### src/rtl/corr_best_match_if.sv
// corr_best_match_if: bundles the sweep-control and scorer handshake signals
// of corr_best_match. The master modport is the sweep controller; the slave
// modport is its environment (the start source and the correlation scorer).
interface corr_best_match_if;
    logic        iStart;
    logic        oCorrStart;
    logic [12:0] oXstart;
    logic [12:0] oYstart;
    logic        iCorrDone;
    logic [31:0] iScore;
    logic        oBusy;
    logic        oDone;
    logic [12:0] oBestX;
    logic [12:0] oBestY;
    logic [31:0] oBestScore;
    logic [7:0]  oTimeouts;

    modport master (
        input  iStart, iCorrDone, iScore,
        output oCorrStart, oXstart, oYstart, oBusy, oDone,
               oBestX, oBestY, oBestScore, oTimeouts
    );

    modport slave (
        output iStart, iCorrDone, iScore,
        input  oCorrStart, oXstart, oYstart, oBusy, oDone,
               oBestX, oBestY, oBestScore, oTimeouts
    );
endinterface

### src/rtl/corr_best_match.sv
// corr_best_match: raster sweep of correlation window origins with peak tracking.
// Steps (x,y) across the frame by STEP, fires one scorer request per origin,
// and keeps the origin with the strictly highest score (ties keep the earlier
// origin in raster order).
//
// Optional feature macro: CORR_TIMEOUT_EN
//   defined   - a WAIT watchdog abandons a candidate after TIMEOUT cycles and
//               counts it in oTimeouts (saturating at 255)
//   undefined - WAIT waits indefinitely and oTimeouts is constant 0
//
// state   | meaning
// --------+-----------------------------------------------------------
// IDLE    | after reset, waiting for iStart
// ISSUE   | oCorrStart high for this single cycle, origin valid
// WAIT    | origin held, waiting for iCorrDone (or watchdog expiry)
// UPDATE  | compare latched score against the running best
// ADVANCE | step to next origin in raster order, or finish
// DONE    | results stable, oDone high, waiting for next iStart
module corr_best_match #(
    parameter int FRAME_H_RES = 640,
    parameter int FRAME_V_RES = 480,
    parameter int WIN_H       = 64,
    parameter int WIN_V       = 48,
    parameter int STEP        = 4,
    parameter int TIMEOUT     = 65535
) (
    input logic               iCLK,
    input logic               iRST_N,
    corr_best_match_if.master bus
);

    // Last valid origins and the step, all at 14 bits so x+STEP cannot wrap.
    localparam logic [13:0] X_LAST = 14'(FRAME_H_RES - WIN_H);
    localparam logic [13:0] Y_LAST = 14'(FRAME_V_RES - WIN_V);
    localparam logic [13:0] STEP_W = 14'(STEP);

    if (STEP < 1 || TIMEOUT < 1) begin : g_param_check
        $error("corr_best_match: STEP and TIMEOUT must both be at least 1");
    end

    typedef enum logic [2:0] {
        IDLE    = 3'd0,
        ISSUE   = 3'd1,
        WAIT    = 3'd2,
        UPDATE  = 3'd3,
        ADVANCE = 3'd4,
        DONE    = 3'd5
    } state_t;

    state_t      state;
    logic [12:0] x_pos;
    logic [12:0] y_pos;
    logic        corr_start;
    logic        busy;
    logic        done;
    logic [12:0] best_x;
    logic [12:0] best_y;
    logic [31:0] best_score;
    logic [31:0] score_q;
    logic        first_cand;
    logic [7:0]  timeouts;
    logic [13:0] x_step;
    logic [13:0] y_step;

`ifdef CORR_TIMEOUT_EN
    localparam int WD_W = $clog2(TIMEOUT + 1);
    logic [WD_W-1:0] wd_cnt;
`endif

    // Candidate next origins, widened by one bit for the bound compare.
    always_comb begin
        x_step = {1'b0, x_pos} + STEP_W;
        y_step = {1'b0, y_pos} + STEP_W;
    end

    // Sweep FSM with registered outputs and running-best tracking.
    always_ff @(posedge iCLK or negedge iRST_N) begin
        if (!iRST_N) begin
            state      <= IDLE;
            x_pos      <= '0;
            y_pos      <= '0;
            corr_start <= 1'b0;
            busy       <= 1'b0;
            done       <= 1'b0;
            best_x     <= '0;
            best_y     <= '0;
            best_score <= '0;
            score_q    <= '0;
            first_cand <= 1'b0;
            timeouts   <= '0;
`ifdef CORR_TIMEOUT_EN
            wd_cnt     <= '0;
`endif
        end else begin
            corr_start <= 1'b0;
            case (state)
                IDLE, DONE: begin
                    if (bus.iStart) begin
                        x_pos      <= '0;
                        y_pos      <= '0;
                        best_x     <= '0;
                        best_y     <= '0;
                        best_score <= '0;
                        first_cand <= 1'b1;
                        timeouts   <= '0;
                        corr_start <= 1'b1;
                        busy       <= 1'b1;
                        done       <= 1'b0;
                        state      <= ISSUE;
                    end
                end
                ISSUE: begin
                    // A done pulse coincident with the request is not a reply.
`ifdef CORR_TIMEOUT_EN
                    wd_cnt <= WD_W'(TIMEOUT - 1);
`endif
                    state <= WAIT;
                end
                WAIT: begin
                    if (bus.iCorrDone) begin
                        score_q <= bus.iScore;
                        state   <= UPDATE;
                    end
`ifdef CORR_TIMEOUT_EN
                    else if (wd_cnt == '0) begin
                        if (timeouts != 8'hFF) begin
                            timeouts <= timeouts + 8'd1;
                        end
                        state <= ADVANCE;
                    end else begin
                        wd_cnt <= wd_cnt - 1'b1;
                    end
`endif
                end
                UPDATE: begin
                    // First scored candidate always wins so a best of 0 is real.
                    if (first_cand || (score_q > best_score)) begin
                        best_x     <= x_pos;
                        best_y     <= y_pos;
                        best_score <= score_q;
                        first_cand <= 1'b0;
                    end
                    state <= ADVANCE;
                end
                ADVANCE: begin
                    if (x_step <= X_LAST) begin
                        x_pos      <= x_step[12:0];
                        corr_start <= 1'b1;
                        state      <= ISSUE;
                    end else if (y_step <= Y_LAST) begin
                        x_pos      <= '0;
                        y_pos      <= y_step[12:0];
                        corr_start <= 1'b1;
                        state      <= ISSUE;
                    end else begin
                        busy  <= 1'b0;
                        done  <= 1'b1;
                        state <= DONE;
                    end
                end
                default: begin
                    state <= IDLE;
                end
            endcase
        end
    end

    assign bus.oCorrStart = corr_start;
    assign bus.oXstart    = x_pos;
    assign bus.oYstart    = y_pos;
    assign bus.oBusy      = busy;
    assign bus.oDone      = done;
    assign bus.oBestX     = best_x;
    assign bus.oBestY     = best_y;
    assign bus.oBestScore = best_score;
    assign bus.oTimeouts  = timeouts;

endmodule

### src/flat_wrapper.sv
// flat-port wrapper written by rule: the top's interface ports become plain ports
module corr_best_match_flat 
#(
    parameter int FRAME_H_RES = 640,
    parameter int FRAME_V_RES = 480,
    parameter int WIN_H       = 64,
    parameter int WIN_V       = 48,
    parameter int STEP        = 4,
    parameter int TIMEOUT     = 65535
)
  (iCLK, iRST_N, bus_iStart, bus_iCorrDone, bus_iScore, bus_oCorrStart, bus_oXstart, bus_oYstart, bus_oBusy, bus_oDone, bus_oBestX, bus_oBestY, bus_oBestScore, bus_oTimeouts);
  corr_best_match_if bus_i ();
  input logic iCLK;
  input logic iRST_N;
  input wire logic [$bits(bus_i.iStart)-1:0] bus_iStart;
  input wire logic [$bits(bus_i.iCorrDone)-1:0] bus_iCorrDone;
  input wire logic [$bits(bus_i.iScore)-1:0] bus_iScore;
  output wire logic [$bits(bus_i.oCorrStart)-1:0] bus_oCorrStart;
  output wire logic [$bits(bus_i.oXstart)-1:0] bus_oXstart;
  output wire logic [$bits(bus_i.oYstart)-1:0] bus_oYstart;
  output wire logic [$bits(bus_i.oBusy)-1:0] bus_oBusy;
  output wire logic [$bits(bus_i.oDone)-1:0] bus_oDone;
  output wire logic [$bits(bus_i.oBestX)-1:0] bus_oBestX;
  output wire logic [$bits(bus_i.oBestY)-1:0] bus_oBestY;
  output wire logic [$bits(bus_i.oBestScore)-1:0] bus_oBestScore;
  output wire logic [$bits(bus_i.oTimeouts)-1:0] bus_oTimeouts;
  assign bus_i.iStart = bus_iStart;
  assign bus_i.iCorrDone = bus_iCorrDone;
  assign bus_i.iScore = bus_iScore;
  assign bus_oCorrStart = bus_i.oCorrStart;
  assign bus_oXstart = bus_i.oXstart;
  assign bus_oYstart = bus_i.oYstart;
  assign bus_oBusy = bus_i.oBusy;
  assign bus_oDone = bus_i.oDone;
  assign bus_oBestX = bus_i.oBestX;
  assign bus_oBestY = bus_i.oBestY;
  assign bus_oBestScore = bus_i.oBestScore;
  assign bus_oTimeouts = bus_i.oTimeouts;
  corr_best_match #(.FRAME_H_RES(FRAME_H_RES), .FRAME_V_RES(FRAME_V_RES), .WIN_H(WIN_H), .WIN_V(WIN_V), .STEP(STEP), .TIMEOUT(TIMEOUT)) u_core (.iCLK(iCLK), .iRST_N(iRST_N), .bus(bus_i));
endmodule
### config.mk
export PLATFORM = sky130hd
export DESIGN_NAME = corr_best_match_flat
export DESIGN_NICKNAME = d
export VERILOG_FILES = /design/src/rtl/corr_best_match_if.sv /design/src/rtl/corr_best_match.sv /design/src/flat_wrapper.sv
export SDC_FILE = /design/constraint.sdc
export NUM_CORES = 1
export LEC_CHECK = 0
export CAP_MARGIN = 40
export CORE_MARGIN = 8
export CORE_UTILIZATION = 47
export CTS_CLUSTER_SIZE = 8
export DETAILED_ROUTE_END_ITERATION = 10
export PLACE_DENSITY = 0.77
export SLEW_MARGIN = 20
export SYNTH_ARGS = -nofsm -noshare
export SYNTH_HDL_FRONTEND = slang
export SYNTH_SLANG_ARGS = --single-unit
### constraint.sdc
create_clock -name iCLK -period 2.4 [get_ports iCLK]
set_input_delay 0.48 -clock iCLK [delete_from_list [all_inputs] [get_ports iCLK]]
set_output_delay 0.48 -clock iCLK [all_outputs]
set_load 0.005 [all_outputs]
# Yosys cells after proc, flatten, opt, wreduce, memory -nomap -nowiden
# Index checks and enable logic that the tools add are counted.
dict set report totals {
  regBits 123
  in_bits 36
}
dict set report classes {
  n_eq_ne 12
  n_addsub 2
  n_reduce_logical 11
  mux 33
  magnitude_cmp 3
}
# cell count
set op_table {}
lappend op_table {{case mux 13 bit (2 select lines)} 4}
lappend op_table {{2-to-1 mux 13 bit} 7}
lappend op_table {{2-to-1 mux 32 bit} 2}
lappend op_table {{case mux 32 bit (2 select lines)} 1}
lappend op_table {{> comparator 32 bit} 1}
lappend op_table {{adder 13 x 3 -> 14 bit, second input constant} 2}
lappend op_table {{case mux 3 bit (5 select lines)} 1}
lappend op_table {{<= comparator 14 x 10 -> 1 bit, second input constant} 1}
lappend op_table {{<= comparator 14 x 9 -> 1 bit, second input constant} 1}
lappend op_table {{2-to-1 mux 3 bit} 4}
lappend op_table {{2-to-1 mux 1 bit} 10}
lappend op_table {{!= test 2 bit, second input constant} 4}
lappend op_table {{case mux 1 bit (2 select lines)} 4}
lappend op_table {{AND reduction 4 bit} 2}
lappend op_table {{equality test 3 x 2 -> 1 bit, second input constant} 2}
lappend op_table {{equality test 3 bit, second input constant} 2}
lappend op_table {{AND reduction 3 bit} 2}
lappend op_table {{!= test 2 x 1 -> 1 bit, second input constant} 2}
lappend op_table {{AND reduction 2 bit} 2}
lappend op_table {{nonzero test 2 bit} 2}
lappend op_table {{equality test 3 x 1 -> 1 bit, second input constant} 1}
lappend op_table {{zero test 3 bit} 1}
lappend op_table {{!= test 3 x 1 -> 1 bit, second input constant} 1}
lappend op_table {{OR reduction 2 bit} 1}
lappend op_table {{logical OR 1 bit} 1}

# Depth between registers and ports, before layout
# Gate-level depths: netlist of run 1.
dict set report logic_depth {
  ltp_word 5
  mapped_depth 10
  ltp_nobuf 8
}

# Worst setup path before layout of run 1
# Ideal clock, no wire load.
dict set report synth_timing {
  path_kind {flip-flop to flip-flop}
  startpoint {register u_core.best_score[31] (netlist: u_core.bus.oBestScore[31])}
  endpoint {register u_core.best_score[0] (netlist: u_core.bus.oBestScore[0])}
  stages_incl_launch_ff 9
  path_slack_ps 122
  setup_time_ps 144
  t_required_ps 2256
  t_arrival_ps 2133
  period_less_slack_ps 2278
  path_cell_list {dfrtp_1 > inv_1 > ha_1 > and4_1 > a2111oi_2 > o2111ai_1 > a22oi_4 > buf_8 > o32ai_2}
}
dict set report synth_between {
  elab_chain_cells 4
}
# item line
set synth_rtl {}
lappend synth_rtl {{from (decl)} corr_best_match.sv:58} ;# logic [31:0] best_score;
lappend synth_rtl {{from (signal assigned)} corr_best_match.sv:140} ;# best_score <= score_q;
lappend synth_rtl {{> comparator 32 bit} corr_best_match.sv:137} ;# if (first_cand || (score_q > best_score)) begin
lappend synth_rtl {{logical OR 1 bit} corr_best_match.sv:137}
lappend synth_rtl {{!= test 2 x 1 -> 1 bit (no source line)} n/a}
lappend synth_rtl {{AND reduction 3 bit (no source line)} n/a}
# No other way between the ends.
# A chain may end at the register's enable or synchronous reset.

# Worst setup path in the final report of run 1
dict set report layout_timing {
  startpoint {register u_core.score_q[9]}
  endpoint {register u_core.best_score[19] (netlist: u_core.bus.oBestScore[19])}
}
dict set report layout_between {
  elab_chain_cells 4
}
# item line
set layout_rtl {}
lappend layout_rtl {{from (decl)} corr_best_match.sv:59} ;# logic [31:0] score_q;
lappend layout_rtl {{from (signal assigned)} corr_best_match.sv:121} ;# score_q <= bus.iScore;
lappend layout_rtl {{> comparator 32 bit} corr_best_match.sv:137}
lappend layout_rtl {{logical OR 1 bit} corr_best_match.sv:137}
lappend layout_rtl {{!= test 2 x 1 -> 1 bit (no source line)} n/a}
lappend layout_rtl {{AND reduction 3 bit (no source line)} n/a}
# No other way between the ends.

==> results.cfg, run 1 <==
[status]
outcome = finished, violations left
violations = negative setup slack

[grt]
grtUsageTotal = 0.196
grt_pass1_wl_um = 28400
antenna_found_initial = 0
grt_max_degree = 66
grt.overflow.total = 0
grt_pass1_vias = 5605

[clock_network]
cts_buffers = 17
cts_max_path_buffers = 2
htreeDepth = 4
clk_latency_ps = 420
clkSlewWorstSetupHoldPaths_ps = 50
root_buffer = clkbuf_16
cts_tree = built
cts_hold_buf = 0
numClockSinks = 116

[power]
combPwrFrac = 0.458
p_int_mw = 6.59
powerDensity_nw_per_um2 = 1140
pwr-share-clk = 0.261
power_frac_seq = 0.281
p_total_mw = 10.4
ir_worst_vdd_mv = 0.710
netSwitchingPower_mw = 3.82
leakage_nw = 3.90
switching_share = 0.367

[final_layout]
drive_gt1_frac = 0.233
diodes = 0
area_delta_synth_final_pct = 39.0
final_util = 0.663
layout.nets = 845
fillers = 1004

[synthesis]
synthSimpleGateAreaFrac = 0.109
syn_area_per_cell_um2 = 10.6
seq_area_frac_synth = 0.442
syn_area_um2 = 6570
synthMuxAreaShare = 0.00629
yosys_warnings = 0
synth-seq-cells = 116
synth_compound_area_frac = 0.248
synth-xor-area-share = 0.00533
synth_top_family_by_area = compound AO/OA/AOI/OAI gates
async_reset_ff_frac = 1.00
ys_types = 69
ys.flop_type = dfrtp_1
synthAdderAreaFrac = 0.0686
synth_edf_count = 0
synth_cells = 621

[routing]
drt_iter0_markers = 369
num_vias = 5334
ant_nets = 0
viasPerCell = 5.53
drt_first_pass_iters = 4
drc = 0
avgRoutedWirePerCell_um = 18.9
routed_wl_um = 18200

[timing]
finalMaxSlewViolations = 0
final.period_utilization = 1.04
worst_slack_ps = -107
hold_violations = 0
fin_skew_ps = 11.3
tightest_slew_ps = 604
period_minus_slack_ps = 2510
report.final.setup_viol = 55
slew_headroom = 0.597
max_freq_mhz = 399
rsz0062_at_grt = yes

[setup_path]
slowest_delay_ps = 440
crit_chain = ha_4 > nand4_1 > nor4_4 > buf_4 > nand4_1 > and2_4 > a32o_4 > buf_12 > o32ai_2
arrival_ps = 2820
crit_required_ps = 2710
crit_fanout = 19
cp_common_cell = nand4_1
critPathKind = flop to flop
critPathLaunchType = flop
reg2reg_depth = 9
setup.worst_path.end_class = flop
cp_slowest_cell = dfrtp_1
crit_path_start = u_core.score_q[9]$_DFFE_PN0P_
reg2reg_from = u_core.score_q[9]$_DFFE_PN0P_

[place]
place_hpwl_um = 12100
detailedPlace.worstSlack_ps = -98.5
io_buffers = 118
gp_congestion = 0.879

[floorplanning]
core.rowCount = 43
die_h_um = 134
io_pins = 131
die-area_um2 = 18000
dieWidth_um = 134
core_area_um2 = 13800
initial_utilization = 0.477

[job]
maxCapViolations = 0

[worst_hold_path]
min_path_type = input port to async pin
[final cells by class]
cell class | instances | area, um2 | share of cell area
repair buffers | 170 | 1780 | 0.195
inverters | 111 | 417 | 0.0456
clock inverters | 11 | 183 | 0.0200
well taps | 180 | 225 | 0.0247
clock buffers | 20 | 447 | 0.0489
flip-flops and latches | 116 | 2900 | 0.318
multi-input cells | 357 | 3170 | 0.348
[through the flow]
| step | cell area, um2 | setup TNS (ps) | hold WS, ps | instances |
|---|---|---|---|---|
| after global placement | 8050 | -154 | 458 | 918 |
| after floorplan | 6610 | 0 | 184 | 632 |
| after global routing | 9130 | -7030 | 79.5 | 965 |
| after detailed placement | 8050 | -3890 | 482 | 918 |
| after CTS | 8870 | -217 | 59.6 | 956 |
| final | 9130 | -4390 | 47.5 | 965 |
[sequential cells by signal (all words and copies together), names as in the netlist]
name / flops
u_core.bus.oBestScore: 32
u_core.bus.oBestX: 12
u_core.bus.oBestY: 11
u_core.bus.oBusy: 1
u_core.bus.oCorrStart: 1
u_core.bus.oDone: 1
u_core.bus.oXstart: 11
u_core.bus.oYstart: 11
u_core.first_cand: 1
u_core.score_q: 32
u_core.state: 3
[what timing repair did]
item                       4_1_cts  5_1_grt
pin swaps                       10       10
setup endpoints to repair       55       59
gates resized for setup         19       23
gates cloned                     1        4
setup buffers                    6        6
[cells in the mapped netlist, drive strengths merged (3+ instances only)]
| library cell | count | share of area |
|---|---|---|
| a21boi | 3 | 0.0034 |
| a21o | 6 | 0.0080 |
| a21oi | 23 | 0.019 |
| a2bb2oi | 4 | 0.0053 |
| a31o | 3 | 0.0040 |
| a31oi | 3 | 0.0029 |
| and2 | 5 | 0.0048 |
| and3 | 7 | 0.0082 |
| and4 | 7 | 0.0093 |
| buf | 36 | 0.050 |
| clkbuf | 12 | 0.0069 |
| dfrtp | 116 | 0.44 |
| ha | 36 | 0.069 |
| inv | 111 | 0.063 |
| mux2i | 3 | 0.0046 |
| nand2 | 51 | 0.030 |
| nand3 | 7 | 0.0053 |
| nand3b | 3 | 0.0053 |
| nand4 | 8 | 0.0076 |
| nor2 | 11 | 0.0063 |
| nor2b | 5 | 0.0048 |
| nor3 | 10 | 0.0076 |
| nor4 | 4 | 0.0057 |
| o21a | 3 | 0.0034 |
| o21ai | 47 | 0.036 |
| o31ai | 7 | 0.0088 |
| o32ai | 55 | 0.13 |
| xnor2 | 4 | 0.0053 |
[logic make-up after synthesis]
group	after synthesis
xor gates and xnor gates	4
other	1
and+or+nand+nor	130
adders and majority gates	36
muxes	4
AOI/OAI and AO/OA	171
DFF	116
buffers and inverters	159
[per-layer routing]
layer / track usage / part of all wire
met3: 0.0512 / 0.070
met2: 0.339 / 0.51
met4: 0.0674 / 0.019
met1: 0.229 / 0.40
met5: 0 / 0
[power groups by stage]
stage	logic (mW)	clock network (mW)	registers, mW
3_3_place_gp	3.92	0	2.87
2_1_floorplan	2.66	0	2.82
5_1_grt	5.18	2.85	2.98
3_5_place_dp	4.08	0	2.89
4_1_cts	4.39	2.75	2.90
6_report	4.76	2.72	2.93
[path summary, 6_finish.rpt]
kind	slack (ps)	to
worst max-delay path	-110	u_core.bus.oBestScore[19]$_DFFE_PN0P_
worst min-delay path	50	u_core.score_q[18]$_DFFE_PN0P_
worst max register to register	-110	u_core.bus.oBestScore[19]$_DFFE_PN0P_
worst min register to register	510	u_core.bus.oDone$_DFFE_PN0P_
max in group asynchronous	1730	u_core.bus.oXstart[2]$_DFFE_PN0P_
min in group iCLK	510	u_core.bus.oDone$_DFFE_PN0P_
[layout by cell type (no fill, tap or decap), drive strengths merged, types with 7 or more instances in the layout]
cell type      instances
and4                   7
inv                  111
clkbuf                24
nor3                  10
nand2                 51
a21oi                 23
buf                   49
nor2                  11
ha                    36
nand4                  8
clkdlybuf4s50        117
o21ai                 47
conb                  12
o31ai                  7
nand3                  7
and3                   7
dfrtp                116
o32ai                 55
[worst max-delay path, delay by kind of cell (launching register included)]
kind                     cells  cell delay [ps]
AO/OA/AOI/OAI                2              430
flip-flops                   1              440
AND/OR/NAND/NOR              4              860
adder cells (fa/ha/maj)      1              310
buffers and inverters        2              340
No activity file was read; power rests on OpenSTA's default activity.
==> inputs of run 2 (changes only) <==
--- a/config.mk
+++ b/config.mk
@@ -6,6 +6,7 @@
 export NUM_CORES = 1
 export LEC_CHECK = 0
 export CAP_MARGIN = 40
+export CORE_ASPECT_RATIO = 1.5
 export CORE_MARGIN = 8
 export CORE_UTILIZATION = 47
 export CTS_CLUSTER_SIZE = 8
==> run 2 against run 1 <==
The run still ends with negative setup slack left. Sequential power barely moved. First-iteration DRC count fell by 4.1%. Routed wire length rose by 0.46%. Global-route usage rose by 0.14 points. Critical path depth rose by 1. Clock power fell by 8.5%. Maximum frequency rose by 2.3%. Cell count fell by 0.62%. Die area rose by 0.43%. Largest cell class unchanged. Non-clock buffer count rose by 8. Via count rose by 1.6%.
==> results.cfg, run 2 (synthesis gave the netlist of run 1 again) <==
[floorplanning]
core.rowCount = 53
initial_utilization = 0.474
io_pins = 131
die_h_um = 161
core_area_um2 = 13900
dieWidth_um = 113
die-area_um2 = 18100

[status]
violations = negative setup slack
outcome = finished, violations left

[power]
pwr-share-clk = 0.248
ir_worst_vdd_mv = 0.831
p_total_mw = 10.1
combPwrFrac = 0.459
powerDensity_nw_per_um2 = 1100
netSwitchingPower_mw = 3.79
power_frac_seq = 0.293
p_int_mw = 6.26
switching_share = 0.377
leakage_nw = 3.92

[clock_network]
cts_buffers = 17
root_buffer = clkbuf_16
numClockSinks = 116
cts_tree = built
cts_max_path_buffers = 2
clk_latency_ps = 410
clkSlewWorstSetupHoldPaths_ps = 60
htreeDepth = 4

[timing]
worst_slack_ps = -49.7
slew_headroom = 0.643
rsz0062_at_grt = yes
tightest_slew_ps = 536
max_freq_mhz = 408
hold_ws_ps = 47.6
final.period_utilization = 1.02
hold_violations = 0
finalMaxSlewViolations = 0
fin_skew_ps = 7.48
period_minus_slack_ps = 2450
report.final.setup_viol = 53

[setup_path]
reg2reg_from = u_core.score_q[10]$_DFFE_PN0P_
reg2reg_depth = 10
arrival_ps = 2720
setup.worst_path.end_class = flop
critPathLaunchType = flop
crit_end = u_core.bus.oBestScore[18]$_DFFE_PN0P_
reg2reg_slack_ps = -50
crit_required_ps = 2680
crit_fanout = 11
crit_path_start = u_core.score_q[10]$_DFFE_PN0P_
r2r_end = u_core.bus.oBestScore[18]$_DFFE_PN0P_
critPathKind = flop to flop

[routing]
drt_iter0_markers = 354
drt_first_pass_iters = 4
viasPerCell = 5.65
num_vias = 5420
ant_nets = 0
avgRoutedWirePerCell_um = 19.1
drc = 0
routed_wl_um = 18300

[final_layout]
layout_common_cells = clkdlybuf4s50_1, dfrtp_1, inv_1, nand2_1, o32ai_2
final_util = 0.659
drive_gt1_frac = 0.247
diodes = 0
layout.nets = 853
area_delta_synth_final_pct = 39.1
final_common_cell = clkdlybuf4s50_1

[grt]
grtUsageTotal = 0.197
grt_pass1_wl_um = 29000
grt_pass1_vias = 5781
grt.overflow.total = 0
grt_max_degree = 66
antenna_found_initial = 0

[worst_hold_path]
min_path_type = input port to async pin

[place]
place_hpwl_um = 12300
gp_congestion = 0.871
io_buffers = 118

[job]
maxCapViolations = 0
run 2: per-layer routing:
| layer | vias up | wire length, um | track usage |
|---|---|---|---|
| met5 | - | 0 | 0 |
| met4 | 0 | 338 | 0.0635 |
| met3 | 31 | 991 | 0.0575 |
| met2 | 195 | 9800 | 0.358 |
| met1 | 2706 | 7180 | 0.214 |
| li1 | 2488 | - | - |
run 2: area by class of cell:
| class | count | area, um2 |
|---|---|---|
| fill | 1016 | 4720 |
| multi-input combinational | 357 | 3210 |
| sequential | 116 | 2900 |
| timing repair buffer | 178 | 1820 |
| clock buffer | 19 | 453 |
| inverter | 111 | 417 |
| tap | 165 | 206 |
| clock inverter | 13 | 134 |
run 2: per-stage QoR:
step / TNS, ps / instances / worst slack (ps) / instance area, um2
4_1_cts: 0 / 952 / 3.60 / 8870
3_3_place_gp: -752 / 907 / -19.1 / 8040
6_report: -1430 / 959 / -49.7 / 9140
2_1_floorplan: 0 / 632 / 122 / 6610
5_1_grt: -5230 / 959 / -115 / 9140
3_5_place_dp: -2620 / 907 / -71.2 / 8040
run 2: worst max-delay path: stages (launching register included):
cell       delay [ps]
dfrtp_1           420
ha_4              290
nand4_1           150
nor4_2            380
buf_4             170
nand4_1           100
buf_4             170
a22oi_4           200
buf_6             170
clkbuf_16         180
o32ai_2            80
run 2: worst min-delay path by stage:
stage	from	end	slack [ps]
finish	iRST_N	u_core.bus.oBestScore[22]$_DFFE_PN0P_	50
global route	iRST_N	u_core.bus.oBestScore[22]$_DFFE_PN0P_	70
CTS	iRST_N	u_core.bus.oBestScore[22]$_DFFE_PN0P_	60
detailed placement	u_core.bus.oDone$_DFFE_PN0P_	u_core.bus.oDone$_DFFE_PN0P_	470
global placement	u_core.bus.oDone$_DFFE_PN0P_	u_core.bus.oDone$_DFFE_PN0P_	470
floorplan	iRST_N	u_core.bus.oBestScore[0]$_DFFE_PN0P_	180
run 2: repair_timing:
| item | 4_1_cts | 5_1_grt |
|---|---|---|
| setup endpoints to repair | 54 | 69 |
| resized for setup | 16 | 30 |
| pin swaps | 9 | 6 |
| gates cloned | 2 | 2 |
| buffers inserted | 11 | 5 |
| hold buffers | 0 | 0 |
run 2: power by group through the flow:
stage / logic [mW] / clock network [mW] / registers [mW]
final: 4.61 / 2.49 / 2.95
after global routing: 5.01 / 2.63 / 3.01
after CTS: 4.30 / 2.53 / 2.91
after detailed placement: 4.02 / 0 / 2.92
after global placement: 3.86 / 0 / 2.90
after floorplan: 2.66 / 0 / 2.82
